[src/rtl/alu_control_sequencer_if.sv]
// -----------------------------------------------------------------------------
// alu_control_sequencer_if
//
// Purpose:
//   Bundles the signals between the hardwired control sequencer and the
//   datapath. The inputs are the instruction register contents and the memory
//   and stop handshakes. The outputs are the datapath control strobes and the
//   status flags.
//
// Modports:
//   master - the sequencer. It reads IR, Mem_ready and Stop, and drives the
//            strobes, register selects, ALU_op, Run and Illegal.
//   slave  - the datapath or stimulus side. It drives IR, Mem_ready and Stop,
//            and observes everything else.
//
// Signals:
//   IR        [31:0] instruction register (opcode IR[31:27], Ra/Rb/Rc below)
//   Mem_ready        memory has valid data on Mdatain this cycle
//   Stop             request to halt at the next instruction boundary
//   PCout .. Read    datapath strobes
//   Gra/Grb/Grc      register field select for the select-and-encode logic
//   Rin/Rout         write/drive the selected register
//   ALU_op    [3:0]  ALU operation code
//   Run              sequencing active
//   Illegal          one-cycle pulse on an undefined opcode
// -----------------------------------------------------------------------------
interface alu_control_sequencer_if;
    logic [31:0] IR;
    logic        Mem_ready;
    logic        Stop;

    logic        PCout;
    logic        Zlowout;
    logic        MDRout;
    logic        MARin;
    logic        Zin;
    logic        PCin;
    logic        MDRin;
    logic        IRin;
    logic        Yin;
    logic        IncPC;
    logic        Read;

    logic        Gra;
    logic        Grb;
    logic        Grc;
    logic        Rin;
    logic        Rout;

    logic [3:0]  ALU_op;
    logic        Run;
    logic        Illegal;

    modport master (
        input  IR, Mem_ready, Stop,
        output PCout, Zlowout, MDRout, MARin, Zin, PCin, MDRin, IRin, Yin,
               IncPC, Read, Gra, Grb, Grc, Rin, Rout, ALU_op, Run, Illegal
    );

    modport slave (
        output IR, Mem_ready, Stop,
        input  PCout, Zlowout, MDRout, MARin, Zin, PCin, MDRin, IRin, Yin,
               IncPC, Read, Gra, Grb, Grc, Rin, Rout, ALU_op, Run, Illegal
    );
endinterface

[src/rtl/alu_control_sequencer.sv]
// -----------------------------------------------------------------------------
// alu_control_sequencer
//
// Purpose:
//   Hardwired control unit for the simple register datapath. It fetches an
//   instruction in T0..T2, waiting on Mem_ready during T1. It decodes the
//   opcode held in IR at T3. For R-format ALU instructions it runs the
//   Rb -> Y, Rc op Y -> Z, Z -> Ra sequence in T3..T5. nop and halt are
//   handled at T3, and undefined opcodes raise a one-cycle Illegal pulse.
//   A Stop request is held pending and takes effect only at an instruction
//   boundary.
//
// Ports:
//   Clock    rising-edge system clock
//   Reset_n  asynchronous active-low reset; forces state RST and zeroes all
//            outputs without waiting for a clock edge
//   ctl      alu_control_sequencer_if.master
//            inputs : IR[31:0], Mem_ready, Stop
//            outputs: datapath strobes, Gra/Grb/Grc, Rin/Rout, ALU_op[3:0],
//                     Run, Illegal
//
// Parameters:
//   OPW      opcode field width, taken from the top of IR
//
// All outputs are decoded combinationally from the state, the wait flag and
// IR. None of them is registered.
// -----------------------------------------------------------------------------
module alu_control_sequencer #(
    parameter int OPW = 5
) (
    input  logic                     Clock,
    input  logic                     Reset_n,
    alu_control_sequencer_if.master  ctl
);

    // -------------------------------------------------------------------------
    // State encoding
    // -------------------------------------------------------------------------
    localparam logic [2:0] S_RST  = 3'd0;
    localparam logic [2:0] S_T0   = 3'd1;
    localparam logic [2:0] S_T1   = 3'd2;
    localparam logic [2:0] S_T2   = 3'd3;
    localparam logic [2:0] S_T3   = 3'd4;
    localparam logic [2:0] S_T4   = 3'd5;
    localparam logic [2:0] S_T5   = 3'd6;
    localparam logic [2:0] S_HALT = 3'd7;

    // -------------------------------------------------------------------------
    // Opcode map. The eight ALU instructions are contiguous, starting at
    // ALU_BASE. ALU_op is the offset from that base.
    // -------------------------------------------------------------------------
    localparam int             ALU_BASE = 3;
    localparam int             ALU_NUM  = 8;
    localparam logic [OPW-1:0] OP_NOP   = OPW'(26);
    localparam logic [OPW-1:0] OP_HALT  = OPW'(27);

    logic [2:0]         state_reg, state_next;
    logic               wait_reg, wait_next;        // set after the first T1 cycle
    logic               stop_pend_reg, stop_pend_next;

    logic [OPW-1:0]     opcode;
    logic [ALU_NUM-1:0] alu_hit;
    logic [3:0]         alu_code;
    logic               is_alu;
    logic               is_nop;
    logic               is_halt;
    logic               running;
    logic               unused_ir_bits;

    // -------------------------------------------------------------------------
    // Decode
    // -------------------------------------------------------------------------
    assign opcode = ctl.IR[31 -: OPW];

    // The register fields are consumed by the select-and-encode logic
    // downstream. This block only raises Gra/Grb/Grc, so the fields are not
    // used here.
    assign unused_ir_bits = ^ctl.IR[31-OPW:0];

    // Each ALU opcode gets its own one-hot match line.
    generate
        for (genvar gi = 0; gi < ALU_NUM; gi++) begin : g_alu_hit
            assign alu_hit[gi] = (opcode == OPW'(ALU_BASE + gi));
        end
    endgenerate

    always_comb begin
        alu_code = 4'd0;
        for (int i = 0; i < ALU_NUM; i++) begin
            if (alu_hit[i]) begin
                alu_code = 4'(i);
            end
        end
    end

    assign is_alu  = |alu_hit;
    assign is_nop  = (opcode == OP_NOP);
    assign is_halt = (opcode == OP_HALT);
    assign running = (state_reg == S_T0) || (state_reg == S_T1) ||
                     (state_reg == S_T2) || (state_reg == S_T3) ||
                     (state_reg == S_T4) || (state_reg == S_T5);

    // -------------------------------------------------------------------------
    // Next-state logic
    // -------------------------------------------------------------------------
    always_comb begin
        state_next     = state_reg;
        wait_next      = 1'b0;
        stop_pend_next = stop_pend_reg;

        // A Stop request is sticky. It only matters at an instruction
        // boundary, so a fetch in progress always completes.
        if (running && ctl.Stop) begin
            stop_pend_next = 1'b1;
        end

        case (state_reg)
            S_RST: state_next = S_T0;
            S_T0:  state_next = S_T1;
            S_T1: begin
                if (ctl.Mem_ready) begin
                    state_next = S_T2;
                end else begin
                    wait_next = 1'b1;
                end
            end
            S_T2:  state_next = S_T3;
            S_T3: begin
                if (is_alu) begin
                    state_next = S_T4;
                end else if (is_halt) begin
                    state_next = S_HALT;
                end else begin
                    // nop and undefined opcodes end the instruction here.
                    state_next = stop_pend_reg ? S_HALT : S_T0;
                end
            end
            S_T4:  state_next = S_T5;
            S_T5:  state_next = (stop_pend_reg || ctl.Stop) ? S_HALT : S_T0;
            S_HALT: state_next = S_HALT;
            default: state_next = S_RST;
        endcase
    end

    // -------------------------------------------------------------------------
    // State registers
    // -------------------------------------------------------------------------
    always_ff @(posedge Clock or negedge Reset_n) begin
        if (!Reset_n) begin
            state_reg     <= S_RST;
            wait_reg      <= 1'b0;
            stop_pend_reg <= 1'b0;
        end else begin
            state_reg     <= state_next;
            wait_reg      <= wait_next;
            stop_pend_reg <= stop_pend_next;
        end
    end

    // -------------------------------------------------------------------------
    // Output decode
    // -------------------------------------------------------------------------
    always_comb begin
        ctl.PCout   = 1'b0;
        ctl.Zlowout = 1'b0;
        ctl.MDRout  = 1'b0;
        ctl.MARin   = 1'b0;
        ctl.Zin     = 1'b0;
        ctl.PCin    = 1'b0;
        ctl.MDRin   = 1'b0;
        ctl.IRin    = 1'b0;
        ctl.Yin     = 1'b0;
        ctl.IncPC   = 1'b0;
        ctl.Read    = 1'b0;
        ctl.Gra     = 1'b0;
        ctl.Grb     = 1'b0;
        ctl.Grc     = 1'b0;
        ctl.Rin     = 1'b0;
        ctl.Rout    = 1'b0;
        ctl.ALU_op  = 4'd0;
        ctl.Run     = running;
        ctl.Illegal = 1'b0;

        case (state_reg)
            S_T0: begin
                // PC -> MAR, with PC+1 captured in Z.
                ctl.PCout = 1'b1;
                ctl.MARin = 1'b1;
                ctl.IncPC = 1'b1;
                ctl.Zin   = 1'b1;
            end
            S_T1: begin
                // PC is updated from Z once only. Wait cycles keep the memory
                // read alive without touching PC again.
                ctl.Zlowout = !wait_reg;
                ctl.PCin    = !wait_reg;
                ctl.Read    = 1'b1;
                ctl.MDRin   = 1'b1;
            end
            S_T2: begin
                ctl.MDRout = 1'b1;
                ctl.IRin   = 1'b1;
            end
            S_T3: begin
                if (is_alu) begin
                    ctl.Grb  = 1'b1;
                    ctl.Rout = 1'b1;
                    ctl.Yin  = 1'b1;
                end else if (!is_nop && !is_halt) begin
                    ctl.Illegal = 1'b1;
                end
            end
            S_T4: begin
                ctl.Grc    = 1'b1;
                ctl.Rout   = 1'b1;
                ctl.Zin    = 1'b1;
                ctl.ALU_op = alu_code;
            end
            S_T5: begin
                ctl.Zlowout = 1'b1;
                ctl.Gra     = 1'b1;
                ctl.Rin     = 1'b1;
            end
            default: begin
            end
        endcase
    end

endmodule
[src/flat_wrapper.sv]
// flat-port wrapper written by rule: the top's interface ports become plain ports
module alu_control_sequencer_flat 
#(
    parameter int OPW = 5
)
  (Clock, Reset_n, ctl_IR, ctl_Mem_ready, ctl_Stop, ctl_PCout, ctl_Zlowout, ctl_MDRout, ctl_MARin, ctl_Zin, ctl_PCin, ctl_MDRin, ctl_IRin, ctl_Yin, ctl_IncPC, ctl_Read, ctl_Gra, ctl_Grb, ctl_Grc, ctl_Rin, ctl_Rout, ctl_ALU_op, ctl_Run, ctl_Illegal);
  alu_control_sequencer_if ctl_i ();
  input  logic Clock;
  input  logic Reset_n;
  input wire logic [$bits(ctl_i.IR)-1:0] ctl_IR;
  input wire logic [$bits(ctl_i.Mem_ready)-1:0] ctl_Mem_ready;
  input wire logic [$bits(ctl_i.Stop)-1:0] ctl_Stop;
  output wire logic [$bits(ctl_i.PCout)-1:0] ctl_PCout;
  output wire logic [$bits(ctl_i.Zlowout)-1:0] ctl_Zlowout;
  output wire logic [$bits(ctl_i.MDRout)-1:0] ctl_MDRout;
  output wire logic [$bits(ctl_i.MARin)-1:0] ctl_MARin;
  output wire logic [$bits(ctl_i.Zin)-1:0] ctl_Zin;
  output wire logic [$bits(ctl_i.PCin)-1:0] ctl_PCin;
  output wire logic [$bits(ctl_i.MDRin)-1:0] ctl_MDRin;
  output wire logic [$bits(ctl_i.IRin)-1:0] ctl_IRin;
  output wire logic [$bits(ctl_i.Yin)-1:0] ctl_Yin;
  output wire logic [$bits(ctl_i.IncPC)-1:0] ctl_IncPC;
  output wire logic [$bits(ctl_i.Read)-1:0] ctl_Read;
  output wire logic [$bits(ctl_i.Gra)-1:0] ctl_Gra;
  output wire logic [$bits(ctl_i.Grb)-1:0] ctl_Grb;
  output wire logic [$bits(ctl_i.Grc)-1:0] ctl_Grc;
  output wire logic [$bits(ctl_i.Rin)-1:0] ctl_Rin;
  output wire logic [$bits(ctl_i.Rout)-1:0] ctl_Rout;
  output wire logic [$bits(ctl_i.ALU_op)-1:0] ctl_ALU_op;
  output wire logic [$bits(ctl_i.Run)-1:0] ctl_Run;
  output wire logic [$bits(ctl_i.Illegal)-1:0] ctl_Illegal;
  assign ctl_i.IR = ctl_IR;
  assign ctl_i.Mem_ready = ctl_Mem_ready;
  assign ctl_i.Stop = ctl_Stop;
  assign ctl_PCout = ctl_i.PCout;
  assign ctl_Zlowout = ctl_i.Zlowout;
  assign ctl_MDRout = ctl_i.MDRout;
  assign ctl_MARin = ctl_i.MARin;
  assign ctl_Zin = ctl_i.Zin;
  assign ctl_PCin = ctl_i.PCin;
  assign ctl_MDRin = ctl_i.MDRin;
  assign ctl_IRin = ctl_i.IRin;
  assign ctl_Yin = ctl_i.Yin;
  assign ctl_IncPC = ctl_i.IncPC;
  assign ctl_Read = ctl_i.Read;
  assign ctl_Gra = ctl_i.Gra;
  assign ctl_Grb = ctl_i.Grb;
  assign ctl_Grc = ctl_i.Grc;
  assign ctl_Rin = ctl_i.Rin;
  assign ctl_Rout = ctl_i.Rout;
  assign ctl_ALU_op = ctl_i.ALU_op;
  assign ctl_Run = ctl_i.Run;
  assign ctl_Illegal = ctl_i.Illegal;
  alu_control_sequencer #(.OPW(OPW)) u_core (.Clock(Clock), .Reset_n(Reset_n), .ctl(ctl_i));
endmodule
[config.mk]
export PLATFORM = sky130hd
export DESIGN_NAME = alu_control_sequencer_flat
export DESIGN_NICKNAME = d
export VERILOG_FILES = /design/src/rtl/alu_control_sequencer_if.sv /design/src/rtl/alu_control_sequencer.sv /design/src/flat_wrapper.sv
export SDC_FILE = /design/constraint.sdc
export NUM_CORES = 1
export LEC_CHECK = 0
export CORE_AREA = 2 2 47 49
export DETAILED_ROUTE_END_ITERATION = 16
export DIE_AREA = 0 0 49 51
export HOLD_SLACK_MARGIN = 0.15
export PLACE_DENSITY = 0.76
export SYNTH_ARGS = -nofsm -noshare
export SYNTH_HDL_FRONTEND = slang
export SYNTH_SLANG_ARGS = --single-unit
[constraint.sdc]
create_clock -name Clock -period 2.7 [get_ports Clock]
set_clock_uncertainty 0.2 [all_clocks]
set_input_delay 0.81 -clock Clock [delete_from_list [all_inputs] [get_ports Clock]]
set_output_delay 0.81 -clock Clock [all_outputs]
set_load 0.05 [all_outputs]
* Word level (Yosys, flattened, before mapping)
Index checks and enable logic that the tools add are counted.
** Word-level totals
- Register bits after elaboration :: 5
- Input bits :: 36
- Output and inout port bits :: 22
- Logic and storage cells :: 65
** Operators by class
- Equal/unequal tests :: 18
- Muxes and demuxes :: 30
- Reductions and logical operators :: 14
** Operators with widths (count)
- 4-bit two-way mux :: 7
- 3-bit case mux with 8 select lines :: 1
- 5-bit by 3-bit equality test with 1-bit output, second input constant :: 4
- 5-bit by 4-bit equality test with 1-bit output, second input constant :: 3
- 1-bit two-way mux :: 15
- 3-bit two-way mux :: 5
- 3-bit equality test, second input constant :: 4
- 5-bit equality test, second input constant :: 2
- 8-bit OR reduction :: 1
- 3-bit by 2-bit equality test with 1-bit output, second input constant :: 2
- 1-bit logical OR :: 6
- 5-bit by 2-bit equality test with 1-bit output, second input constant :: 1
- 1-bit case mux with 2 select lines :: 2
- 3-bit by 1-bit equality test with 1-bit output, second input constant :: 1
- 1-bit logical NOT :: 3
- 3-bit logical NOT :: 1
- 1-bit logical AND :: 2
- 2-bit != test, second input constant :: 1
- 2-bit OR reduction :: 1

* Depth between registers and ports, before layout
- Depth in word-level cells :: 9
- Mapped depth :: 5
- Mapped depth without buffers :: 4

* Worst setup path after synthesis
Ideal clock, no wire load.
- Path type :: input -> output
- From :: in ctl_IR[28]
- To :: out ctl_Illegal
- Arrival time :: 2862 ps
- Data required time :: 1690 ps
- Path slack :: -1172 ps
- Stages :: 3
- Path buffers :: 0
- Cells stage by stage :: a21oi_1 > mux2_2 > nor4_1
** On the way
- Cells in the longest elaborated chain, start to end :: 6
- Elaborated cells between the ends (all ways) :: 17
- Classes of those cells :: 10 x eq/ne; 3 x mux; 4 x reduce/logical
** RTL lines
- start: declaration :: RTL line flat_wrapper.sv:10 : input wire logic [$bits(ctl_i.IR)-1:0] ctl_IR;
- 5-bit equality test, on equally long branches :: RTL line alu_control_sequencer.sv:97, alu_control_sequencer.sv:98
- 1-bit logical NOT :: RTL line alu_control_sequencer.sv:209 : end else if (!is_nop && !is_halt) begin
- 1-bit logical AND :: RTL line alu_control_sequencer.sv:209
- 1-bit two-way mux :: RTL line alu_control_sequencer.sv:209
- 1-bit two-way mux * :: RTL line alu_control_sequencer.sv:205 : if (is_alu) begin
- 1-bit two-way mux * :: RTL line alu_control_sequencer.sv:184 : case (state_reg)
- end: declaration :: RTL line flat_wrapper.sv:31 : output wire logic [$bits(ctl_i.Illegal)-1:0] ctl_Illegal;
Every way passes the cells marked *; elsewhere a longest branch is shown, timed or not.

* Worst setup path after layout
- From :: in ctl_IR[30]
- To :: out ctl_ALU_op[0]
** On the way
- Cells in the longest elaborated chain, start to end :: 9
- Elaborated cells between the ends (all ways) :: 15
- Classes of those cells :: 7 x eq/ne; 8 x mux
** RTL lines
- 5-bit by 3-bit equality test with 1-bit output :: RTL line alu_control_sequencer.sv:83 : assign alu_hit[gi] = (opcode == OPW'(ALU_BASE + gi));
- 1-bit two-way mux :: RTL line alu_control_sequencer.sv:90 : if (alu_hit[i]) begin
- 4-bit two-way mux (5 in a row) :: RTL line alu_control_sequencer.sv:90
- 4-bit two-way mux * :: RTL line alu_control_sequencer.sv:90
- 4-bit two-way mux * :: RTL line alu_control_sequencer.sv:184
- end: declaration :: RTL line flat_wrapper.sv:29 : output wire logic [$bits(ctl_i.ALU_op)-1:0] ctl_ALU_op;
Marks and branches as above.

==> results.sh <==
export IMPL_outcome="complete, but fails checks"
export IMPL_violations="setup timing"
export IMPL_r2r_start="u_core.state_reg[0]$_DFFE_PN0N_"
export IMPL_synth_cell_types=30
export IMPL_synth_top_family_by_area="simple AND/OR/NAND/NOR gates"
export IMPL_tritoncts="yes"
export IMPL_synth_edff_count=0
export IMPL_start_kind="input port"
export IMPL_cts_made_buffers=3
export IMPL_synth_compound_area_share_pct=14.9
export IMPL_synth_ff_type="dfrtp_1"
export IMPL_synth_top_area_cell="dfrtp_1"
export IMPL_synth_top_cell_area_share_pct=26.7
export IMPL_synth_common_cells="nor2_1 (8), buf_4 (7), a21oi_1 (6)"
export IMPL_hold_violations=0
export IMPL_place_congestion=0.758
export IMPL_rsz0062_at_grt="yes"
export IMPL_dp_hpwl_um=1270
export IMPL_fin_cells=123
export IMPL_hp_start="u_core.stop_pend_reg$_DFFE_PN0P_"
export IMPL_setup_violations=7
export IMPL_p_sw_w=0.000326
export IMPL_yosysSeqAreaShare_pct=26.7
export IMPL_async_flop_share_pct=100
export IMPL_p_seq_share_pct=15.1
export IMPL_core_sq_mm=0.00206
export IMPL_p_total_w=0.000693
export IMPL_fin_area_sq_mm=0.00118
export IMPL_die_w_um=49
export IMPL_crit_path_max_incr_delay_ps=530
export IMPL_cts_buffer_depth=2
export IMPL_fill_cells=187
export IMPL_grt_max_degree=12
export IMPL_pwr_share_clk_pct=12.1
export IMPL_path_cells="buf_8 -> xnor2_2 -> or4b_4 -> nor2_4 -> buf_12"
export IMPL_cts_sink_count=5
export IMPL_drive_gt1_share_pct=65.3
export IMPL_startpoint="ctl_IR[30]"
export IMPL_drv_slew=0
export IMPL_fin_setup_tns_ps=-761
export IMPL_synth_simple_area_share_pct=36.0
export IMPL_portBuffers=29
export IMPL_ff_latch_area_sq_um=125
export IMPL_drc=0
export IMPL_start_util_pct=22.7
export IMPL_ios=58
export IMPL_dieHeight_um=51
export IMPL_grt_ovfl_total=0
export IMPL_die_area_sq_mm=0.00250
export IMPL_fin_crit_ps=2850
export IMPL_min_path_type="register to register"
export IMPL_maxCapViolCount=0
export IMPL_largest_reg_flops=3
export IMPL_vias_per_cell=4.43
export IMPL_synth_mux_area_share_pct=2.40
export IMPL_ys_warnings_count=0
export IMPL_syn_nets=97
export IMPL_synth_fa_ha_area_share_pct=0
export IMPL_cts_root_buf="clkbuf_4"
export IMPL_path_clk_slew_ps=40
export IMPL_syn_area_sq_um=469
export IMPL_worstSetupPathType="input port to primary output"
export IMPL_insertion_delay_ps=240
export IMPL_p_leak_nw=0.498
export IMPL_cts_htree_levels=1
export IMPL_final_antenna_net_count=0
export IMPL_postPlaceCellArea_sq_mm=0.00107
export IMPL_netlist_top_cells_area="dfrtp_1 (27%), buf_4 (11%), a21oi_1 (6.4%), nor2_1 (6.4%), nor2b_1 (4.0%)"
export IMPL_synth_xor_area_share_pct=3.73
export IMPL_syn_inst=61
export IMPL_ys_ff_latch=5
export IMPL_cp_end_kind="primary output"
export IMPL_grtUsageTotal_pct=14.2
export IMPL_max_freq_mhz=350
export IMPL_yosysMostFrequentCell="nor2_1"
export IMPL_synth_area_per_cell_sq_um=7.69
export IMPL_dp_cells=115
export IMPL_rows=17
export IMPL_area_growth_pct=152
export IMPL_layout_setup_ws_ps=-154
export IMPL_grt_pass1_vias=585
export IMPL_nNetsFinal=132
export IMPL_dr_pass1_iters=4
export IMPL_multi_input_area_sq_um=390
export IMPL_combPwrFrac_pct=72.8
export IMPL_grt_pass1_wl_um=2660
export IMPL_swShare_pct=47.0
export IMPL_critical_path_arrival_ps=1840
export IMPL_wl_per_cell_um=13.0
export IMPL_grt_antenna_before_repair=0
export IMPL_finalCritPeriodShare_pct=106
export IMPL_drt_wl_total_um=1600
export IMPL_required_ps=1690
export IMPL_power_density_mw_per_mm2=587
export IMPL_drt_initial_drc_count=6
export IMPL_slowest_stage="or4b_4"
export IMPL_cp_max_fo=5
export IMPL_n_antenna_cell=0
export IMPL_num_vias=545
export IMPL_internal_power_w=0.000367
export IMPL_peakVddDrop_mv=0.372
-- critical path, delay by kind of cell --
family / cells / cell delay, ps
AND/OR/NAND/NOR: 2 / 660
buffers and inverters: 2 / 240
XOR/XNOR: 1 / 120
-- timing repair --
action,in CTS,in global routing
setup buffers,4,0
pin swaps,9,1
setup endpoints to repair,7,7
hold buffers,0,0
endpoints found under the hold margin,0,0
gates resized for setup,40,1
-- routing by layer --
layer	vias up	global-route usage (%)	routed length [um]	share of wire [%]
met3	0	2.05	65	4.1
met1	253	15.6	607	38
li1	275	-	-	-
met2	17	26.5	931	58
met4	0	7.14	0	0
met5	-	0	0	0
-- cell usage in the layout, fill, tap and decap left out, types with 2 or more instances in the layout --
cell              n
nor2_1            3
buf_8             3
buf_6             5
nor3_1            2
clkbuf_4          3
clkdlybuf4s50_1   3
buf_4             8
buf_12           20
and3_1            2
a21oi_4           2
nor2_4            3
inv_2             2
a21oi_1           4
dfrtp_1           5
nor2_2            3
-- layout make-up --
class | count | share of cell area [%]
Clock buffer | 4 | 2.22
Multi-Input combinational cell | 44 | 33.1
Tap cell | 28 | 2.97
Sequential cell | 5 | 10.6
Inverter | 2 | 0.636
Timing Repair Buffer | 40 | 50.5
-- worst paths after layout --
| path | cells past startpoint | end | slack, ps |
|---|---|---|---|
| max | 5 | ctl_ALU_op[0] | -150 |
| min | 1 | u_core.stop_pend_reg$_DFFE_PN0P_ | 290 |
| max reg2reg | 4 | u_core.state_reg[1]$_DFFE_PN0N_ | 1110 |
| min reg2reg | 1 | u_core.stop_pend_reg$_DFFE_PN0P_ | 290 |
| max in group asynchronous | 1 | u_core.state_reg[0]$_DFFE_PN0N_ | 1520 |
| min in group asynchronous | 1 | u_core.stop_pend_reg$_DFFE_PN0P_ | 590 |
-- logic make-up after synthesis --
group,count (synthesis)
xor+xnor,2
simple gates,28
compound gates,12
other cells,1
mux,1
flops,5
buf+inv,12
-- through the flow --
stage / setup slack [ps] / utilization [%] / hold WS (ps)
2_1_floorplan: -229 / - / 251
3_3_place_gp: -599 / 51.7 / 271
3_5_place_dp: -621 / 51.7 / 278
4_1_cts: -161 / 57.1 / 287
5_1_grt: -171 / 57.2 / 305
6_report: -154 / 57.2 / 291
-- power groups by stage --
stage | registers (W) | clock network (W) | logic, W
finish | 0.000105 | 0.0000837 | 0.000504
global route | 0.000107 | 0.0000906 | 0.000526
CTS | 0.000105 | 0.0000874 | 0.000505
detailed placement | 0.000103 | 0 | 0.000482
global placement | 0.000102 | 0 | 0.000474
floorplan | 0.0000901 | 0 | 0.000283
Power figures use the tool's default switching activity.
